===== src/rtl/bexkat1_ifetch_pkg.sv =====
// Shared definitions for the bexkat1 instruction-fetch stage.
package bexkat1Def;

    typedef enum logic [2:0] {
        S_IDLE,
        S_OP,
        S_EXT,
        S_HOLD,
        S_FLUSH
    } ifetch_state_t;

    localparam int          IR_EXT_BIT = 0;
    localparam logic [63:0] IR_BUBBLE  = 64'h0;

endpackage


===== src/rtl/bexkat1_ifetch.sv =====
// bexkat1 instruction fetch: Wishbone reads assembled into a 64-bit IF register.
// Optional bus-error termination and exception flag: define BEXKAT1_IFETCH_BUSERR_EN.
module bexkat1_ifetch
    import bexkat1Def::*;
#(
    parameter int            AW           = 32,
    parameter logic [AW-1:0] RESET_VECTOR = '0
) (
    input  logic          clk_i,
    input  logic          rst_i,
    input  logic          stall_i,
    input  logic          pc_set_i,
    input  logic [AW-1:0] pc_target_i,
    output logic          bus_cyc_o,
    output logic          bus_stb_o,
    output logic [AW-1:0] bus_adr_o,
    input  logic [31:0]   bus_dat_i,
    input  logic          bus_ack_i,
`ifdef BEXKAT1_IFETCH_BUSERR_EN
    input  logic          bus_err_i,
    output logic          if_exc,
`endif
    output logic [63:0]   if_ir,
    output logic [AW-1:0] if_pc
);

    localparam logic [AW-1:0] WORD_STEP = AW'(4);
    localparam logic [AW-1:0] ALIGN_MSK = ~AW'(3);

    ifetch_state_t state, state_d;

    logic [AW-1:0] adr_q, adr_d;
    logic [AW-1:0] flush_q, flush_d;
    logic [31:0]   op_word_q, op_word_d;
    logic [AW-1:0] op_pc_q, op_pc_d;
    logic [63:0]   pend_ir_q, pend_ir_d;
    logic [AW-1:0] pend_pc_q, pend_pc_d;
    logic          pend_exc_q, pend_exc_d;
    logic          halt_q, halt_d;
    logic [63:0]   ir_d;
    logic [AW-1:0] pc_d;

    logic          done;
    logic [63:0]   done_ir;
    logic [AW-1:0] done_pc;
    logic          done_exc;

    logic          bus_err;
    logic          term;
    logic          active;
    logic [AW-1:0] target;

`ifdef BEXKAT1_IFETCH_BUSERR_EN
    logic exc_d;
    assign bus_err = bus_err_i;
`else
    assign bus_err = 1'b0;
`endif

    assign term      = bus_ack_i | bus_err;
    assign active    = (state == S_OP) || (state == S_EXT) || (state == S_FLUSH);
    assign target    = pc_target_i & ALIGN_MSK;
    assign bus_cyc_o = active;
    assign bus_stb_o = active;
    assign bus_adr_o = adr_q;

    always_comb begin
        state_d    = state;
        adr_d      = adr_q;
        flush_d    = flush_q;
        op_word_d  = op_word_q;
        op_pc_d    = op_pc_q;
        pend_ir_d  = pend_ir_q;
        pend_pc_d  = pend_pc_q;
        pend_exc_d = pend_exc_q;
        halt_d     = halt_q;
        ir_d       = if_ir;
        pc_d       = if_pc;
`ifdef BEXKAT1_IFETCH_BUSERR_EN
        exc_d      = if_exc;
`endif
        done       = 1'b0;
        done_ir    = IR_BUBBLE;
        done_pc    = adr_q;
        done_exc   = 1'b0;

        case (state)
            S_IDLE: begin
                if (!halt_q)
                    state_d = S_OP;
            end
            S_OP: begin
                if (bus_err) begin
                    done     = 1'b1;
                    done_exc = 1'b1;
                    done_pc  = adr_q;
                end else if (bus_ack_i) begin
                    adr_d = adr_q + WORD_STEP;
                    if (bus_dat_i[IR_EXT_BIT]) begin
                        op_word_d = bus_dat_i;
                        op_pc_d   = adr_q;
                        state_d   = S_EXT;
                    end else begin
                        done    = 1'b1;
                        done_ir = {32'h0, bus_dat_i};
                        done_pc = adr_q;
                    end
                end
            end
            S_EXT: begin
                // Faults during the extension fetch report the opcode's address.
                if (bus_err) begin
                    done     = 1'b1;
                    done_exc = 1'b1;
                    done_pc  = op_pc_q;
                end else if (bus_ack_i) begin
                    adr_d   = adr_q + WORD_STEP;
                    done    = 1'b1;
                    done_ir = {bus_dat_i, op_word_q};
                    done_pc = op_pc_q;
                end
            end
            S_HOLD: begin
                if (!stall_i) begin
                    ir_d    = pend_ir_q;
                    pc_d    = pend_pc_q;
`ifdef BEXKAT1_IFETCH_BUSERR_EN
                    exc_d   = pend_exc_q;
`endif
                    state_d = pend_exc_q ? S_IDLE : S_OP;
                end
            end
            S_FLUSH: begin
                if (term) begin
                    adr_d   = flush_q;
                    state_d = S_OP;
                end
            end
            default: state_d = S_IDLE;
        endcase

        if (done) begin
            if (done_exc)
                halt_d = 1'b1;
            if (!stall_i) begin
                ir_d    = done_ir;
                pc_d    = done_pc;
`ifdef BEXKAT1_IFETCH_BUSERR_EN
                exc_d   = done_exc;
`endif
                state_d = done_exc ? S_IDLE : S_OP;
            end else begin
                pend_ir_d  = done_ir;
                pend_pc_d  = done_pc;
                pend_exc_d = done_exc;
                state_d    = S_HOLD;
            end
        end else if (state != S_HOLD && !stall_i) begin
            ir_d = IR_BUBBLE;
`ifdef BEXKAT1_IFETCH_BUSERR_EN
            exc_d = 1'b0;
`endif
        end

        // Redirect beats stall and completion; an unanswered cycle must drain first.
        if (pc_set_i) begin
            ir_d   = IR_BUBBLE;
            halt_d = 1'b0;
`ifdef BEXKAT1_IFETCH_BUSERR_EN
            exc_d  = 1'b0;
`endif
            if (active && !term) begin
                state_d = S_FLUSH;
                flush_d = target;
                adr_d   = adr_q;
            end else begin
                state_d = S_OP;
                adr_d   = target;
            end
        end
    end

    always_ff @(posedge clk_i or posedge rst_i) begin
        if (rst_i)
            state <= S_IDLE;
        else
            state <= state_d;
    end

    always_ff @(posedge clk_i or posedge rst_i) begin
        if (rst_i) begin
            adr_q  <= RESET_VECTOR;
            halt_q <= 1'b0;
            if_ir  <= IR_BUBBLE;
            if_pc  <= RESET_VECTOR;
`ifdef BEXKAT1_IFETCH_BUSERR_EN
            if_exc <= 1'b0;
`endif
        end else begin
            adr_q  <= adr_d;
            halt_q <= halt_d;
            if_ir  <= ir_d;
            if_pc  <= pc_d;
`ifdef BEXKAT1_IFETCH_BUSERR_EN
            if_exc <= exc_d;
`endif
        end
    end

    always_ff @(posedge clk_i) begin
        flush_q    <= flush_d;
        op_word_q  <= op_word_d;
        op_pc_q    <= op_pc_d;
        pend_ir_q  <= pend_ir_d;
        pend_pc_q  <= pend_pc_d;
        pend_exc_q <= pend_exc_d;
    end

endmodule


===== config.mk =====
export PLATFORM = sky130hd
export DESIGN_NAME = bexkat1_ifetch
export DESIGN_NICKNAME = d
export VERILOG_FILES = /design/src/rtl/bexkat1_ifetch_pkg.sv /design/src/rtl/bexkat1_ifetch.sv
export SDC_FILE = /design/constraint.sdc
export NUM_CORES = 1
export LEC_CHECK = 0
export CORE_MARGIN = 5
export CORE_UTILIZATION = 50
export CTS_BUF_LIST = sky130_fd_sc_hd__clkbuf_2 sky130_fd_sc_hd__clkbuf_4 sky130_fd_sc_hd__clkbuf_8
export CTS_CLUSTER_SIZE = 25
export DETAILED_ROUTE_END_ITERATION = 6
export PLACE_DENSITY_LB_ADDON = 0.3
export SLEW_MARGIN = 20
export SYNTH_ARGS = -nofsm -noshare
export SYNTH_HDL_FRONTEND = slang
export SYNTH_SLANG_ARGS = --single-unit

===== constraint.sdc =====
create_clock -name clk_i -period 16.15 [get_ports clk_i]
set_input_delay 3.23 -clock clk_i [delete_from_list [all_inputs] [get_ports clk_i]]
set_output_delay 3.23 -clock clk_i [all_outputs]
set_load 0.05 [all_outputs]

==> impl_results.md <==
- Status: finished clean
- Reg2reg end: pend_ir_q[52]
- P&R area growth vs syn: 23.8%
- Syn Area/Cell: 12.8 sq um
- LEAKAGE: 6.11 nW
- Deepest clock path buffer count: 3
- Synth Area in Compound Gates: 11.9%
- Share of cells above drive strength 1: 12.7%
- H-tree depth: 2
- Drt pass-1 iters: 5
- Worst Hold Depth: 2
- Final ANT Viol Nets: 0
- Synth unique cells: 67
- Adder-cell share of the synthesized area: 0.0919%
- Final setup fails: 0
- Seq cells post-synth: 314
- Layout Skew: 0.0214 ns
- Postcts setup bufs: 0
- Largest net degree at the start of global routing: 111
- Post-synthesis mux area share: 9.89%
- Num Clock Sinks: 314
- Multi-input combinational cell area: 4500 sq um
- I/O pins: 199
- Die Footprint: 30600 sq um
- FMAX: 0.163 GHz
- Simple-gate portion of the synthesized area: 9.88%
- Hold WC Path Type: flop to flop
- Hold Crit Start: flush_q[24]
- Post-synthesis instance area: 13600 sq um
- Routability cong.: 0.816
- Register area share after synthesis: 64.5%
- CP peak stage delay: 0.76 ns
- Initial Utilization: 50.7%
- Worst-Skew Late Latency: 0.56 ns
- Row Count: 60
- Worst r2r path cells: 4
- Crit path max-delay cell type: buf_4
- Design area: 16900 sq um
- Number of enable flip-flop cells after synthesis: 185
- GR Overflow Total: 0
- Area after DPL: 15800 sq um
- Count of input and output buffers: 194
- CTS tree: yes
- N_diodes: 0
- Required @ worst endpoint: 16.33 ns
- Min cycle time layout: 6.12 ns
- Pwr Density: 176 nW/um^2
- Final net count: 1317
- Global Route Usage Sum: 21.3%
- Yosys warns: 0
- Post-Synth XOR/XNOR Area: 0.707%
- Cts hold-fix bufs: 0
- CP Class: input port to flop
- Worst Hold Endpoint: bus_adr_o[24]
- First-pass GRT wire length: 52300 microns
- CTS root buffer: clkbuf_8
- Sequential cell area: 8780 sq um
- DRC viols: 0
- Die Y: 175 microns
- Slew margin rel.: 30.1%
- Clk slew on worst S/H paths: 0.06 ns
- CTS resizes: 0
- Post-synth top flop: edfxtp_1
- CP top delay family: buffers and inverters
- RSZ-0062 raised after global routing: false
- Async SR Flop Fraction: 41.1%
- Total number of vias: 9342
- Max-cap violations: 0
- Vias in the first global route: 9372
- Crit. End Element: flop
- CP Cell Sequence: clkdlybuf4s50_1, nand2b_1, a21oi_1, and2_4, buf_4
- CP arrival: 6.30 ns
- Drt via density: 5.73
- Routed len/inst: 20.4 microns
- Worst R2R Start: state[1]
- Setup TNS: 0 ns
- Initial DRC Count: 903
- Max-slew violations: 0
- Final hold vios: 0
- Detailed placement HPWL: 20500 microns
- R2R setup slack: 12.81 ns
- Die Wd: 175 microns
- Fin crit share: 37.9%
- CTS Buf Count: 51
- Crit path max fanout: 58
- CP Launch Type: input port
- CP Buf/Inv Count: 2
- Core Box Area: 26900 sq um
- Initial antenna violation count: 0
- Fill cell total of the finished layout: 2130
- Worst Tran Pin Value: 1.05 ns
- Peak VDD IR: 0.130 mV
- Cells after synthesis: 1064
- Largest family of logic cells by synthesized area: compound AO/OA/AOI/OAI gates
- Detailed Route WL: 33200 microns
per-stage QoR:
| stage | hold WS (ns) | setup WS (ns) | util (%) | cells | power, W |
|---|---|---|---|---|---|
| after CTS | 0.479 | 10.03 | 62.7 | 1631 | 0.00298 |
| after detailed placement | 0.465 | 9.60 | 58.7 | 1535 | 0.00228 |
| after global routing | 0.503 | 9.90 | 62.8 | 1631 | 0.00310 |
| final | 0.470 | 10.03 | 62.8 | 1631 | 0.00296 |
| after floorplan | 0.443 | 7.96 | - | 1065 | 0.00191 |
| after global placement | 0.452 | 9.60 | 58.7 | 1535 | 0.00226 |
layout make-up:
class	count	share of cell area, %
Timing Repair Buffer	209	12.2
Tap cell	341	2.53
Multi-Input combinational cell	662	26.7
Clock inverter	9	0.297
Inverter	9	0.230
Clock buffer	87	6.02
Sequential cell	314	52.1
cells in the mapped netlist (all sizes together), types with 8 or more instances:
master  count  area [sq um]
mux2i      96           961
clkbuf     43           163
nand2      86           323
a22o       34           298
a21oi      25           125
dfrtp     129          3230
xnor2       9          78.8
inv         8          30.0
and2       39           244
o21ai      64           324
nor2       84           318
nor3       19           100
nand3      12          60.1
edfxtp    185          5560
o31ai      10          75.1
mux2       34           387
a211oi     59           448
buf        37           211
nand2b      9          58.8
kinds of logic after synthesis:
kind of cell | count (synthesis)
AO/OA/AOI/OAI | 235
XOR/XNOR | 11
adder cells (fa/ha/maj) | 1
buffers and inverters | 89
flip-flops | 314
multiplexers | 130
other | 1
AND/OR/NAND/NOR | 283
sequential cells by signal, summed over array words and instances (netlist names):
name / cells
if_ir: 64
pend_ir_q: 64
if_pc: 32
op_word_q: 31
bus_adr_o: 30
flush_q: 30
op_pc_q: 30
pend_pc_q: 30
state: 3
how the worst max path moves through the flow:
stage	start	to	slack (ns)	depth (start not counted)
floorplan	bus_ack_i	op_pc_q[10]	7.96	3
global placement	stall_i	if_ir[60]	9.60	7
detailed placement	stall_i	if_ir[60]	9.60	7
CTS	state[2]	bus_cyc_o	10.03	4
global route	bus_ack_i	pend_ir_q[60]	9.90	5
finish	bus_ack_i	pend_ir_q[52]	10.03	5
tightest hold or removal path, delay by kind of cell (launching register included):
kind | cells | cell delay, ns
AO/OA/AOI/OAI | 1 | 0.07
flip-flops | 1 | 0.32
AND/OR/NAND/NOR | 1 | 0.05
layout by cell type, fill, tap and decap left out, drive strengths merged, types with 6 or more instances in the layout:
cell / instances
nand2: 86
and2: 39
clkbuf: 87
a22o: 34
xnor2: 9
mux2i: 96
o21ai: 64
a31oi: 6
mux2: 34
or3: 6
buf: 16
o31ai: 10
dfrtp: 129
clkdlybuf4s50: 193
nor3: 19
a21oi: 25
nor2: 84
a211oi: 59
clkinv: 7
inv: 8
nand2b: 9
o211ai: 7
edfxtp: 185
nand3: 12
routing by layer:
layer	global-route usage, %	routed length [microns]	up-vias
met4	5.86	679	0
li1	-	-	4347
met2	32.7	15300	323
met1	31.5	15300	4620
met5	0	0	-
met3	3.87	1940	52
power breakdown:
part	switching [W]	leakage (nW)	internal (W)	total, W
combinational	0.000697	2.16	0.000369	0.00107
clock	0.000301	0.570	0.000395	0.000696
sequential	0.000154	3.37	0.00105	0.00120
total	0.00115	6.11	0.00181	0.00296
No activity file was read; power rests on OpenSTA's default activity.
